$ cat src/rtl/sbox_lanes_pipe.sv
// Two-stage, LANES-wide AES S-box built on the Canright normal-basis composite-field datapath.
// Define SBOX_INV_EN to compile in the inverse S-box, selected per beat by in_enc.
module sbox_lanes_pipe #(
  parameter int LANES = 4,
  parameter int TAG_W = 4
) (
  input  logic               CLK,
  input  logic               RESETN,
  input  logic               in_valid,
  output logic               in_ready,
  input  logic [8*LANES-1:0] in_data,
  input  logic               in_enc,
  input  logic [TAG_W-1:0]   in_tag,
  output logic               out_valid,
  input  logic               out_ready,
  output logic [8*LANES-1:0] out_data,
  output logic [TAG_W-1:0]   out_tag,
  output logic               busy
);

  function automatic logic [1:0] gf2_mul(input logic [1:0] a, input logic [1:0] b);
    logic abcd;
    abcd = ~((a[1] ^ a[0]) & (b[1] ^ b[0]));
    return {~(a[1] & b[1]) ^ abcd, ~(a[0] & b[0]) ^ abcd};
  endfunction

  // GF(2^2) multiply with the scaling by N folded in (used for the sum term of GF(2^4) mul)
  function automatic logic [1:0] gf2_mul_scl(input logic [1:0] a, input logic [1:0] b);
    logic t;
    t = ~(a[0] & b[0]);
    return {~((a[1] ^ a[0]) & (b[1] ^ b[0])) ^ t, ~(a[1] & b[1]) ^ t};
  endfunction

  function automatic logic [3:0] gf4_mul(input logic [3:0] a, input logic [3:0] b);
    logic [1:0] p;
    p = gf2_mul_scl(a[3:2] ^ a[1:0], b[3:2] ^ b[1:0]);
    return {gf2_mul(a[3:2], b[3:2]) ^ p, gf2_mul(a[1:0], b[1:0]) ^ p};
  endfunction

  function automatic logic [3:0] gf4_inv(input logic [3:0] x);
    logic [1:0] a, b, c, d;
    logic sa, sb;
    a  = x[3:2];
    b  = x[1:0];
    sa = a[1] ^ a[0];
    sb = b[1] ^ b[0];
    c  = {~(a[1] | b[1]) ^ ~(sa & sb), ~(sa | sb) ^ ~(a[0] & b[0])};
    d  = {c[0], c[1]};
    return {gf2_mul(d, b), gf2_mul(d, a)};
  endfunction

  // Inversion in GF(2^8)/GF(2^4): c is the merged (ab + (a+b)^2*nu) term, then d = c^-1
  function automatic logic [7:0] gf8_inv(input logic [7:0] x);
    logic [3:0] a, b, c, d;
    logic [1:0] sa, sb;
    logic al, ah, aa, bl, bh, bb, c1, c2, c3;
    a  = x[7:4];
    b  = x[3:0];
    sa = a[3:2] ^ a[1:0];
    sb = b[3:2] ^ b[1:0];
    al = a[1] ^ a[0];
    ah = a[3] ^ a[2];
    aa = sa[1] ^ sa[0];
    bl = b[1] ^ b[0];
    bh = b[3] ^ b[2];
    bb = sb[1] ^ sb[0];
    c1 = ~(ah & bh);
    c2 = ~(sa[0] & sb[0]);
    c3 = ~(aa & bb);
    c[3] = ~(sa[0] | sb[0]) ^ ~(a[3] & b[3]) ^ c1 ^ c3;
    c[2] = ~(sa[1] | sb[1]) ^ ~(a[2] & b[2]) ^ c1 ^ c2;
    c[1] = ~(al | bl) ^ ~(a[1] & b[1]) ^ c2 ^ c3;
    c[0] = ~(a[0] | b[0]) ^ ~(al & bl) ^ ~(sa[1] & sb[1]) ^ c2;
    d = gf4_inv(c);
    return {gf4_mul(d, b), gf4_mul(d, a)};
  endfunction

  function automatic logic [7:0] fwd_in(input logic [7:0] a);
    logic r1, r2, r3, r4, r5, r6, r7, r8, r9;
    r1 = a[7] ^ a[5];
    r2 = ~(a[7] ^ a[4]);
    r3 = a[6] ^ a[0];
    r4 = ~(a[5] ^ r3);
    r5 = a[4] ^ r4;
    r6 = a[3] ^ a[0];
    r7 = a[2] ^ r1;
    r8 = a[1] ^ r3;
    r9 = a[3] ^ r8;
    return ~{~(r7 ^ r8), r5, a[1] ^ r4, ~(r1 ^ r3), a[1] ^ r2 ^ r6, ~a[0], r4, ~(a[2] ^ r9)};
  endfunction

  function automatic logic [7:0] fwd_out(input logic [7:0] c);
    logic t1, t2, t3, t4, t5, t6, t7, t8, t9;
    t1 = c[7] ^ c[3];
    t2 = c[6] ^ c[4];
    t3 = c[6] ^ c[0];
    t4 = ~(c[5] ^ c[3]);
    t5 = ~(c[5] ^ t1);
    t6 = ~(c[5] ^ c[1]);
    t7 = ~(c[4] ^ t6);
    t8 = c[2] ^ t4;
    t9 = c[1] ^ t2;
    return ~{t4, t1, t3, t5, t2 ^ t5, t3 ^ t8, t7, t9};
  endfunction

`ifdef SBOX_INV_EN
  // Inverse direction: the affine inverse is merged into the input basis change
  function automatic logic [7:0] inv_in(input logic [7:0] a);
    logic r1, r2, r3, r4, r5, r6, r7, r8, r9;
    r1 = a[7] ^ a[5];
    r2 = ~(a[7] ^ a[4]);
    r3 = a[6] ^ a[0];
    r4 = ~(a[5] ^ r3);
    r5 = a[4] ^ r4;
    r6 = a[3] ^ a[0];
    r7 = a[2] ^ r1;
    r8 = a[1] ^ r3;
    r9 = a[3] ^ r8;
    return ~{r2, a[4] ^ r8, a[6] ^ a[4], r9, ~(a[6] ^ r2), r7, a[4] ^ r6, a[1] ^ r5};
  endfunction

  function automatic logic [7:0] inv_out(input logic [7:0] c);
    logic t1, t2, t3, t4, t5, t6, t7, t8, t9, t10;
    t1  = c[7] ^ c[3];
    t2  = c[6] ^ c[4];
    t3  = c[6] ^ c[0];
    t4  = ~(c[5] ^ c[3]);
    t5  = ~(c[5] ^ t1);
    t6  = ~(c[5] ^ c[1]);
    t7  = ~(c[4] ^ t6);
    t8  = c[2] ^ t4;
    t9  = c[1] ^ t2;
    t10 = t3 ^ t5;
    return ~{~(c[4] ^ c[1]), c[1] ^ t10, c[2] ^ t10, ~(c[6] ^ c[1]), t8 ^ t9, ~(c[7] ^ t7), t6, ~c[2]};
  endfunction
`endif

  logic               v1, v2, adv1, adv2;
  logic [8*LANES-1:0] s1_op, s1_next, s2_next;
  logic [TAG_W-1:0]   s1_tag;
`ifdef SBOX_INV_EN
  logic               s1_enc;
`else
  logic               unused_enc;
  assign unused_enc = in_enc;
`endif

  assign adv2      = ~v2 | out_ready;
  assign adv1      = ~v1 | adv2;
  assign in_ready  = adv1;
  assign out_valid = v2;
  assign busy      = v1 | v2;

  always_comb begin
    s1_next = '0;
    for (int i = 0; i < LANES; i++) begin
`ifdef SBOX_INV_EN
      s1_next[8*i +: 8] = in_enc ? fwd_in(in_data[8*i +: 8]) : inv_in(in_data[8*i +: 8]);
`else
      s1_next[8*i +: 8] = fwd_in(in_data[8*i +: 8]);
`endif
    end
  end

  always_comb begin
    s2_next = '0;
    for (int i = 0; i < LANES; i++) begin
`ifdef SBOX_INV_EN
      s2_next[8*i +: 8] = s1_enc ? fwd_out(gf8_inv(s1_op[8*i +: 8]))
                                 : inv_out(gf8_inv(s1_op[8*i +: 8]));
`else
      s2_next[8*i +: 8] = fwd_out(gf8_inv(s1_op[8*i +: 8]));
`endif
    end
  end

  // Payload registers load only with a valid beat so outputs hold while stalled or idle
  always_ff @(posedge CLK or negedge RESETN) begin
    if (!RESETN) begin
      v1       <= 1'b0;
      v2       <= 1'b0;
      s1_op    <= '0;
      s1_tag   <= '0;
      out_data <= '0;
      out_tag  <= '0;
`ifdef SBOX_INV_EN
      s1_enc   <= 1'b0;
`endif
    end else begin
      if (adv1) begin
        v1 <= in_valid;
        if (in_valid) begin
          s1_op  <= s1_next;
          s1_tag <= in_tag;
`ifdef SBOX_INV_EN
          s1_enc <= in_enc;
`endif
        end
      end
      if (adv2) begin
        v2 <= v1;
        if (v1) begin
          out_data <= s2_next;
          out_tag  <= s1_tag;
        end
      end
    end
  end

endmodule
$ cat config.mk
export PLATFORM = sky130hd
export DESIGN_NAME = sbox_lanes_pipe
export DESIGN_NICKNAME = d
export VERILOG_FILES = /design/src/rtl/sbox_lanes_pipe.sv
export SDC_FILE = /design/constraint.sdc
export NUM_CORES = 1
export LEC_CHECK = 0
export CAP_MARGIN = 20
export CORE_MARGIN = 1
export CORE_UTILIZATION = 65
export DETAILED_ROUTE_END_ITERATION = 6
export PLACE_DENSITY = 0.94
export SYNTH_ARGS = -nofsm -noshare
export SYNTH_HDL_FRONTEND = slang
export SYNTH_SLANG_ARGS = --single-unit
$ cat constraint.sdc
create_clock -name CLK -period 6.4 [get_ports CLK]
set_input_delay 0.64 -clock CLK [delete_from_list [all_inputs] [get_ports CLK]]
set_output_delay 0.64 -clock CLK [all_outputs]
set_load 0.03 [all_outputs]
# ---- Yosys cells after proc, flatten, opt, wreduce, memory -nomap -nowiden
# Cells that the tools add are included.
dict set report totals {
  regBits 74
  mem_bits_ro 0
  ramBits 0
  n_memories 0
  in_bits 41
  elab_cells 681
  latch_bits 0
}
dict set report classes {
  n_lt_le_gt_ge 0
  n_addsub 0
  shift 0
  bitwise_logic 673
  n_mux 0
  n_mul 0
  n_reduce_logical 2
  eq_ne 0
  n_div 0
}
# operator count
set op_table {}
lappend op_table {{bitwise XOR 1 bit} 272}
lappend op_table {{inverter 1 bit} 202}
lappend op_table {{AND 1 bit} 136}
lappend op_table {{inverter 8 bit} 8}
lappend op_table {{bitwise XOR 2 bit} 28}
lappend op_table {{bitwise OR 1 bit} 27}
lappend op_table {{AND reduction 2 bit} 2}

# ---- Depth between registers and ports, before layout
# Gate-level depths: netlist of run 1.
dict set report depth {
  ltp_word 25
  ltp_mapped 16
  depth_no_buf 12
}

# ---- Worst setup path before layout of run 1
# No wires, ideal clock.
dict set report synth_path {
  path_type {reg2reg}
  from {register s1_op[25]}
  to {register out_data[26]}
  period_less_slack_ns 3.676
  setup_time_ns 0.076
  required_ns 6.324
  path_slack_ns 2.724
  arrival_ns 3.600
  stages_incl_launch_ff 13
  cell_sequence {dfrtp_1 > clkbuf_1 > xor2_1 > a222oi_1 > xor2_1 > xnor3_1 > mux2_1 > a21oi_1 > a2111oi_4 > xor2_1 > xnor3_1 > xor2_1 > o21ai_1}
}
dict set report synth_via {
  elab_chain_cells 25
  elab_cells_between_ends 107
  classes_between {107 x bitwise}
}
# element line_no
set synth_rtl {}
lappend synth_rtl {{start: declaration} 139} ;# logic [8*LANES-1:0] s1_op, s1_next, s2_next;
lappend synth_rtl {{start signal: assignment} 193} ;# s1_op <= s1_next;
lappend synth_rtl {{bitwise XOR 2 bit / bitwise XOR 1 bit (equally long branches)} -}
lappend synth_rtl {{bitwise OR 1 bit (tied with other cells)} 71} ;# c[2] = ~(sa[1] | sb[1]) ^ ~(a[2] & b[2]) ^ c1 ^ c2;
lappend synth_rtl {{inverter 1 bit (on tied branches)} {71, 72, 73}}
lappend synth_rtl {{bitwise XOR 1 bit (on tied branches) (3 in series)} {71, 72, 73}}
lappend synth_rtl {{bitwise XOR 1 bit (on tied branches)} {23, 45, 46}}
lappend synth_rtl {{bitwise OR 1 bit / AND 1 bit (equally long branches)} 47} ;# c = {~(a[1] | b[1]) ^ ~(sa & sb), ~(sa | sb) ^ ~(a[0] & b[0])};
lappend synth_rtl {{inverter 1 bit} 47}
lappend synth_rtl {{bitwise XOR 1 bit} 47}
lappend synth_rtl {{(+7 left out)} -}
lappend synth_rtl {{inverter 1 bit} 31} ;# return {~((a[1] ^ a[0]) & (b[1] ^ b[0])) ^ t, ~(a[1] & b[1]) ^ t};
lappend synth_rtl {{bitwise XOR 1 bit} 31}
lappend synth_rtl {{bitwise XOR 2 bit} 37} ;# return {gf2_mul(a[3:2], b[3:2]) ^ p, gf2_mul(a[1:0], b[1:0]) ^ p};
lappend synth_rtl {{bitwise XOR 1 bit} 97} ;# t4 = ~(c[5] ^ c[3]);
lappend synth_rtl {{inverter 1 bit} 97}
lappend synth_rtl {{bitwise XOR 1 bit} 101} ;# t8 = c[2] ^ t4;
lappend synth_rtl {{bitwise XOR 1 bit (*)} 103} ;# return ~{t4, t1, t3, t5, t2 ^ t5, t3 ^ t8, t7, t9};
lappend synth_rtl {{inverter 8 bit (*)} 103}
lappend synth_rtl {{end signal: assignment} 203} ;# out_data <= s2_next;
lappend synth_rtl {{end: declaration} 16} ;# output logic [8*LANES-1:0] out_data,
# Mark *: on every way between the ends. The rest lies on a longest branch, timed or not.
# A chain may end at the register's enable or synchronous reset.

# ---- Final worst setup path of run 1
dict set report layout_path {
  from {register s1_op[1]}
  to {register out_data[3]}
}
dict set report layout_via {
  elab_chain_cells 25
  elab_cells_between_ends 101
  classes_between {101 x bitwise}
}
# element line_no
set layout_rtl {}
lappend layout_rtl {{bitwise XOR 2 bit / bitwise XOR 1 bit (equally long branches)} -}
lappend layout_rtl {{bitwise OR 1 bit (tied with other cells)} 71}
lappend layout_rtl {{inverter 1 bit (on tied branches)} {71, 72, 73}}
lappend layout_rtl {{bitwise XOR 1 bit (on tied branches) (3 in series)} {71, 72, 73}}
lappend layout_rtl {{bitwise XOR 1 bit (on tied branches)} {23, 45, 46}}
lappend layout_rtl {{bitwise OR 1 bit / AND 1 bit (equally long branches)} 47}
lappend layout_rtl {{inverter 1 bit} 47}
lappend layout_rtl {{bitwise XOR 1 bit} 47}
lappend layout_rtl {{(+7 left out)} -}
lappend layout_rtl {{inverter 1 bit} 31}
lappend layout_rtl {{bitwise XOR 1 bit} 31}
lappend layout_rtl {{bitwise XOR 2 bit} 37}
lappend layout_rtl {{bitwise XOR 1 bit} 94} ;# t1 = c[7] ^ c[3];
lappend layout_rtl {{bitwise XOR 1 bit} 98} ;# t5 = ~(c[5] ^ t1);
lappend layout_rtl {{inverter 1 bit} 98}
lappend layout_rtl {{bitwise XOR 1 bit (*)} 103}
lappend layout_rtl {{inverter 8 bit (*)} 103}
# Marks and branches as above.

==> impl_metrics.json, run 1 <==
{
  "status": "completed",
  "area_growth_pct": 9.801,
  "clkTransAtPathRegs_ns": 0.07,
  "relSlewSlack_pct": 31.04,
  "grt_use_total_pct": 33.40,
  "crit_path_end_kind": "register",
  "grt_pass1_wl_um": 41100,
  "fp.dieH_um": 123.8,
  "period_share_pct": 75.90,
  "cp-startpoint": "s1_op[1]",
  "setup_viol": 0,
  "antenna_found_initial": 0,
  "fp-row-count": 44,
  "post_drt_wl_per_cell_um": 17.68,
  "syn-cell-area_um2": 9638,
  "fin_skew_ns": 0.009352,
  "fill_cells": 1075,
  "maxSlewViolCount": 0,
  "clk_latency_ns": 0.36,
  "cp_num_buf_inv": 0,
  "cts_hold_buf": 0,
  "synthArstFlopShare_pct": 100.0,
  "hpwlAfterDp_um": 17810,
  "numCtsBuffers": 9,
  "fp.dieArea_um2": 15320,
  "start_kind": "register",
  "synth_seq_area_share_pct": 19.21,
  "path_class": "reg -> reg",
  "synthesis.nets": 1297,
  "avgSynthCellArea_um2": 7.674,
  "cp.required_ns": 6.68,
  "cts_resized": 0,
  "final_nets": 1297,
  "ios": 80,
  "worstPathArrival_ns": 5.14,
  "setup_tns_ns": 0,
  "cp_max_fo": 22,
  "synth_seq_cells": 74,
  "route.detailed.drc": 0,
  "multi_input_comb_area_um2": 7308,
  "fin_crit_ns": 4.858,
  "yosysWarnings": 0,
  "vias_per_cell": 6.786,
  "drv_cap": 0,
  "r2r_start": "s1_op[1]",
  "first_pass_iters": 6,
  "portBuffers": 78,
  "clock-sinks": 74,
  "core-area_um2": 14480,
  "path_cells": "xor2_1 > nand2_1 > a21o_1 > and4_1 > nor2_1 > nor3_1 > a2111oi_0 > a21oi_2 > xnor2_4 > xnor2_1 > xor3_1 > o21ai_1",
  "clock_path_buffers": 2,
  "gr-total-overflow": 0,
  "hp-class": "in -> async",
  "crit_family": "XOR/XNOR gates",
  "timing.fmax_mhz": 205.9,
  "grt_pass1_vias": 8668,
  "ant_nets": 0,
  "initial_core_util_pct": 66.57,
  "fp.dieW_um": 123.8,
  "gp_congestion": 0.9586,
  "rsz0062_at_grt": "false",
  "layout_common_cells": "xnor2_1, nand2_1, o21ai_0",
  "postCtsSetupBuffers": 0,
  "slowest_stage": "dfrtp_1",
  "worst_slew_pin_slew_ns": 1.029,
  "antenna_cells": 0,
  "hold_ws_ns": 0.4265,
  "layout-drive-gt1-share_pct": 5.789,
  "synth_cell_types": 89,
  "cts_root_buf": "clkbuf_16",
  "grt_max_degree": 75,
  "hold_violations": 0,
  "cts_tree": "yes",
  "drtIter0Drc": 1355,
  "vias": 9806,
  "mostFrequentLayoutCell": "xnor2_1",
  "synth_flop_cell": "dfrtp_1",
  "htree_num_levels": 3,
  "synth-edff-count": 0,
  "netlist_instances": 1256,
  "seq_area_um2": 1852,
  "max_stage_delay_ns": 0.84,
  "routed_wl_um": 25550
}
## kinds of logic (layout without fill, tap and decap cells)
family                 count (synthesis)  count (layout)  share of synthesized area (%)
AND/OR/NAND/NOR                      408             408                          20.54
AO/OA/AOI/OAI                        391             391                          26.91
XOR/XNOR                             221             221                          22.55
buffers and inverters                110             115                          5.011
flip-flops                            74              74                          19.21
multiplexers                          52              52                          5.777
## through the flow
step / setup WS, ns / utilization (%) / std cells / cell area [um^2]
final: 1.542 / 73.09 / 1445 / 10580
after global routing: 1.201 / 73.09 / 1445 / 10580
after CTS: 1.616 / 73.04 / 1444 / 10580
after detailed placement: 1.623 / 71.01 / 1428 / 10280
after global placement: 1.745 / 71.01 / 1428 / 10280
after floorplan: 2.724 / - / 1256 / 9638
## cell type report
type | instances | share of cell area [%]
clock inverter | 6 | 0.6148
tap | 184 | 2.175
multi-input combinational | 1072 | 69.06
sequential | 74 | 17.50
clock buffer | 10 | 2.164
timing repair buffer | 89 | 8.134
inverter | 10 | 0.3547
## worst paths after layout
path                           endpoint  slack, ns  cells past startpoint
max                         out_data[3]       1.54                     12
min                        out_data[15]       0.43                      1
max reg2reg                 out_data[3]       1.54                     12
min reg2reg                out_data[15]       0.48                      2
max in group asynchronous  out_data[26]       5.35                      1
min in group CLK           out_data[15]       0.48                      2
## cell usage after synthesis, types with 14 or more instances
master	n	share of area (%)
xnor2_1	132	12
o21ai_1	18	0.93
nand2b_1	17	1.1
nor2b_1	14	0.91
a211oi_1	17	1.3
nand2_1	129	5.0
clkbuf_1	52	2.0
o211ai_1	17	1.3
a21oi_1	74	3.8
mux2i_1	26	2.7
buf_2	41	2.1
a31oi_1	22	1.4
o21ai_0	107	5.6
xor2_1	71	6.5
nor2_1	103	4.0
mux2_2	22	2.6
nand3_1	39	2.0
dfrtp_1	74	19
nor3_1	20	1.0
## flip-flops by register name (all words and copies together) (netlist names)
| signal | flops |
|---|---|
| out_tag | 4 |
| v1 | 1 |
| out_data | 32 |
| s1_op | 32 |
| s1_tag | 4 |
| out_valid | 1 |
## metal layers
| layer | global-route usage [%] | part of all wire, % | up-vias |
|---|---|---|---|
| li1 | - | - | 4563 |
| met1 | 43.35 | 41 | 4604 |
| met2 | 56.88 | 49 | 560 |
| met3 | 3.938 | 7.8 | 79 |
| met4 | 12.20 | 2.5 | 0 |
| met5 | 0 | 0 | - |
Power of run 1 is left out: the tool's default activity adds up to more than one toggle a clock period on the data nets, which glitch-free logic cannot reach.
==> run 2: changes to the inputs <==
--- a/config.mk
+++ b/config.mk
@@ -7,9 +7,9 @@
 export LEC_CHECK = 0
 export CAP_MARGIN = 20
 export CORE_MARGIN = 1
-export CORE_UTILIZATION = 65
+export CORE_UTILIZATION = 61
 export DETAILED_ROUTE_END_ITERATION = 6
-export PLACE_DENSITY = 0.94
+export PLACE_DENSITY = 0.89
 export SYNTH_ARGS = -nofsm -noshare
 export SYNTH_HDL_FRONTEND = slang
 export SYNTH_SLANG_ARGS = --single-unit
==> constraint.sdc (replaced) <==
create_clock -name CLK -period 4.5 [get_ports CLK]
set_input_delay 0.45 -clock CLK [delete_from_list [all_inputs] [get_ports CLK]]
set_output_delay 0.45 -clock CLK [all_outputs]
set_load 0.03 [all_outputs]
==> run 2 against run 1 <==
  * Highest routed layer unchanged
  * Via count is 0.98% higher
  * Utilization decreased by 0.27 points
  * Routed wire length is 3.4% higher
  * Register-to-register slack got worse by 1.3 ns
  * Final area is 5.4% higher
  * Worst setup slack worse by 1.3 ns
  * Clock-buffer cell count fell by 1
  * First-iteration DRC count is 2.1% lower
  * Non-clock buffer count rose by 57
  * Global-route usage down 0.52 points
  * Sequential cell count unchanged
==> impl_metrics.json, run 2 (synthesis gave the netlist of run 1 again) <==
{
  "status": "completed",
  "first_pass_iters": 6,
  "routed_wl_um": 26420,
  "layout-drive-gt1-share_pct": 10.48,
  "rsz0062_at_grt": "false",
  "met2_usage_pct": 56.12,
  "gr-total-overflow": 0,
  "setup_viol": 0,
  "grt_pass1_vias": 9094,
  "ant_nets": 0,
  "area_growth_pct": 15.71,
  "fin_skew_ns": 0.01148,
  "path_class": "reg -> reg",
  "layout_common_cells": "xnor2_1, nand2_1, o21ai_0",
  "relSlewSlack_pct": 36.86,
  "htree_num_levels": 3,
  "antenna_found_initial": 0,
  "cp.required_ns": 4.70,
  "antenna_cells": 0,
  "drtIter0Drc": 1327,
  "worstPathArrival_ns": 4.45,
  "mostFrequentLayoutCell": "xnor2_1",
  "grt_use_total_pct": 32.87,
  "cp_max_fo": 15,
  "top_usage_layer": "met2",
  "worst_slew_pin_slew_ns": 0.9472,
  "postCtsSetupBuffers": 0,
  "cts_root_buf": "clkbuf_16",
  "clock_path_buffers": 2,
  "grt_use_met3_pct": 4.633,
  "seq_area_um2": 1857,
  "clk_latency_ns": 0.36,
  "maxSlewViolCount": 0,
  "grt_pass1_wl_um": 43840,
  "post_drt_wl_per_cell_um": 17.29,
  "route.detailed.drc": 0,
  "setup_tns_ns": 0,
  "hpwlAfterDp_um": 19150,
  "cts_hold_buf": 0,
  "ios": 80,
  "core-area_um2": 15310,
  "period_share_pct": 94.42,
  "met1_usage_pct": 42.73,
  "grt_max_degree": 75,
  "fp-row-count": 45,
  "vias_per_cell": 6.480,
  "drv_cap": 0,
  "numCtsBuffers": 9,
  "fin_crit_ns": 4.249,
  "crit_path_end_kind": "register",
  "fp.dieH_um": 127.7,
  "fp.dieArea_um2": 16310,
  "hp-class": "in -> async",
  "hold_violations": 0,
  "top_regs": "out_data (32), s1_op (32)",
  "cts_tree": "yes",
  "multi_input_comb_area_um2": 7342,
  "portBuffers": 78,
  "initial_core_util_pct": 62.93,
  "clock-sinks": 74,
  "fill_cells": 1198,
  "timing.fmax_mhz": 235.4,
  "gp_congestion": 0.9421,
  "start_kind": "register",
  "clkTransAtPathRegs_ns": 0.07,
  "fp.dieW_um": 127.7,
  "vias": 9902,
  "final_nets": 1354
}
[run 2: layout make-up]
class,count,area share [%]
tap,211,2.367
timing repair buffer,146,11.56
sequential,74,16.65
inverter,10,0.3366
clock buffer,9,2.020
multi-input combinational,1072,65.84
clock inverter,6,1.234
[run 2: stage by stage]
stage / setup WS, ns / std cells / hold WS, ns / utilization, % / cell area, um^2
finish: 0.2510 / 1528 / 0.2373 / 72.82 / 11150
global route: 0.008558 / 1528 / 0.3315 / 72.82 / 11150
CTS: 0.2376 / 1528 / 0.2789 / 72.57 / 11110
detailed placement: 0.3050 / 1513 / 0.4742 / 70.20 / 10750
global placement: 0.4226 / 1513 / 0.4620 / 70.20 / 10750
floorplan: 0.8238 / 1256 / 0.1544 / - / 9638
[run 2: repair_timing]
item,4_1_cts,5_1_grt
endpoints found under the hold margin,0,0
resized for setup,0,10
endpoints found under the setup margin,0,6
[run 2: path summary, 6_finish.rpt]
check / start / endpoint / slack, ns / depth (start not counted)
worst max-delay path: s1_op[6] / out_data[2] / 0.25 / 13
worst max register to register: s1_op[6] / out_data[2] / 0.25 / 13
max in group asynchronous: RESETN / s1_op[24] / 3.59 / 1
min in group CLK: out_data[8] / out_data[8] / 0.48 / 2
worst min-delay path: RESETN / s1_op[4] / 0.24 / 1
worst min register to register: out_data[8] / out_data[8] / 0.48 / 2
[run 2: critical path, cell delays in order, from the launching register on]
cell      delay, ns
dfrtp_1        0.60
buf_4          0.28
nor2_1         0.07
a21oi_1        0.16
mux2i_1        0.36
and3_1         0.38
xnor3_1        0.56
mux2_1         0.25
a21oi_1        0.06
a211oi_1       0.44
xor3_1         0.46
xnor2_1        0.24
xnor2_1        0.16
o21ai_1        0.07
[run 2: routing by layer]
layer	vias to the layer above	wire length [um]
met3	87	1931
met2	493	12900
li1	4690	-
met4	0	701
met1	4632	10890
met5	-	0
Power of run 2 is left out for the same reason.
==> run 3: changes to the inputs <==
--- a/config.mk
+++ b/config.mk
@@ -9,7 +9,7 @@
 export CORE_MARGIN = 1
 export CORE_UTILIZATION = 61
 export DETAILED_ROUTE_END_ITERATION = 6
-export PLACE_DENSITY = 0.89
+export PLACE_DENSITY = 0.83
 export SYNTH_ARGS = -nofsm -noshare
 export SYNTH_HDL_FRONTEND = slang
 export SYNTH_SLANG_ARGS = --single-unit
==> run 3 against run 2 <==
  * The run now ends with DRC left
  * Clock skew fell by 0.0042 ns
  * Worst hold slack improved by 0.012 ns
  * Sequential share of layout area is essentially flat
  * Final cell count up 0.26%
  * Critical endpoint is now out_data[11]
  * Clock-buffer cell count did not move
  * Worst setup slack got worse by 0.044 ns
  * Highest routed layer unchanged
  * Via count decreased by 1.0%
  * Utilization rose by 0.090 points
  * Global-route usage fell by 0.75 points
  * Routed wire length down 2.3%
  * Die area did not move
  * First-iteration DRC count is 2.9% lower
==> impl_metrics.json, run 3 (synthesis gave the netlist of run 1 again) <==
{
  "status": "complete, but fails checks",
  "violations": "DRC",
  "cp_max_fo": 15,
  "cp.required_ns": 4.73,
  "gp_congestion": 0.9504,
  "relSlewSlack_pct": 36.01,
  "fill_cells": 1219,
  "first_pass_iters": 7,
  "area_growth_pct": 15.85,
  "fin_skew_ns": 0.007246,
  "placed_cells": 1516,
  "clock_path_buffers": 2,
  "path_cells": "xnor2_2 > a222oi_1 > xor3_1 > nor2_1 > or4_1 > a31oi_1 > a211oi_1 > xor2_1 > xnor3_1 > xnor2_1 > o21ai_1",
  "drtIter0Drc": 1288,
  "clock-sinks": 74,
  "clkTransAtPathRegs_ns": 0.06,
  "portBuffers": 78,
  "instances_no_fill": 1532,
  "start_kind": "register",
  "top_regs": "out_data (32), s1_op (32)",
  "maxSlewViolCount": 0,
  "fp-row-count": 45,
  "grt_pass1_wl_um": 43050,
  "grt_max_degree": 75,
  "drv_cap": 0,
  "worstPathArrival_ns": 4.52,
  "vias": 9802,
  "reg2reg_depth": 11,
  "final_nets": 1357,
  "cts_root_buf": "clkbuf_16",
  "antenna_cells": 0,
  "setup_viol": 0,
  "initial_core_util_pct": 62.93,
  "cts_tree": "yes",
  "grt_use_total_pct": 32.12,
  "rr_endpoint": "out_data[11]",
  "place_ws_ns": 0.1525,
  "cp-startpoint": "s1_op[10]",
  "ant_nets": 0,
  "worst_slack_ns": 0.2071,
  "hpwlAfterDp_um": 18830,
  "numCtsBuffers": 9,
  "grt_pass1_vias": 8915,
  "antenna_found_initial": 0,
  "hp-class": "in -> async",
  "timing.fmax_mhz": 232.9,
  "htree_num_levels": 3,
  "hold_violations": 0,
  "path_class": "reg -> reg",
  "clk_latency_ns": 0.35,
  "core-area_um2": 15310,
  "worst_slew_pin_slew_ns": 0.9598,
  "layout_common_cells": "xnor2_1, nand2_1, o21ai_0",
  "fp.dieW_um": 127.7,
  "fp.dieArea_um2": 16310,
  "postCtsSetupBuffers": 0,
  "post_drt_wl_per_cell_um": 16.85,
  "r2r_start": "s1_op[10]",
  "max_stage_delay_ns": 0.67,
  "reg2reg_slack_ns": 0.21,
  "route.detailed.drc": 1,
  "period_share_pct": 95.40,
  "vias_per_cell": 6.398,
  "layout-drive-gt1-share_pct": 10.90,
  "gr-total-overflow": 0,
  "fin_crit_ns": 4.293,
  "slowest_stage": "dfrtp_1",
  "fp.dieH_um": 127.7,
  "crit_path_end_kind": "register",
  "routed_wl_um": 25810,
  "ios": 80
}
==> run 3: layer usage <==
layer	track usage, %	wire [um]	vias up
li1	-	-	4711
met1	43.28	11340	4574
met2	53.52	12240	461
met3	4.048	1743	56
met4	10.59	487	0
met5	0	0	-
==> run 3: worst max path at each step <==
stage,endpoint,cells past startpoint
finish,out_data[11],11
global route,out_data[11],11
global placement,out_data[3],12
CTS,out_data[10],11
floorplan,out_data[26],12
detailed placement,out_data[3],12
==> run 3: worst max-delay path: cells and delay by family (launching register included) <==
family / cells / cell delay [ns]
xor+xnor: 5 / 1.89
simple gates: 2 / 0.36
flops: 1 / 0.67
compound gates: 4 / 1.24
==> run 3: through the flow <==
stage	util [%]	hold slack, ns	cell area (um^2)	TNS (ns)
detailed placement	70.42	0.4721	10790	0
global route	72.91	0.3488	11170	-0.09986
global placement	70.42	0.4610	10790	0
floorplan	-	0.1544	9638	0
CTS	72.40	0.2877	11090	0
finish	72.91	0.2495	11170	0
==> run 3: area by class of cell <==
| type | count | area (um^2) | area share (%) |
|---|---|---|---|
| clock buffer | 9 | 225.2 | 2.017 |
| clock inverter | 7 | 77.57 | 0.6948 |
| inverter | 10 | 37.54 | 0.3362 |
| multi-input combinational | 1072 | 7381 | 66.10 |
| sequential | 74 | 1857 | 16.63 |
| tap | 211 | 264.0 | 2.364 |
| timing repair buffer | 149 | 1324 | 11.86 |
==> run 3: repair_timing <==
action	in CTS	in global routing
resized for setup	0	14
endpoints found under the setup margin	0	14
hold buffers	0	0
hold endpoints to repair	0	0
Power of run 3 is left out for the same reason.
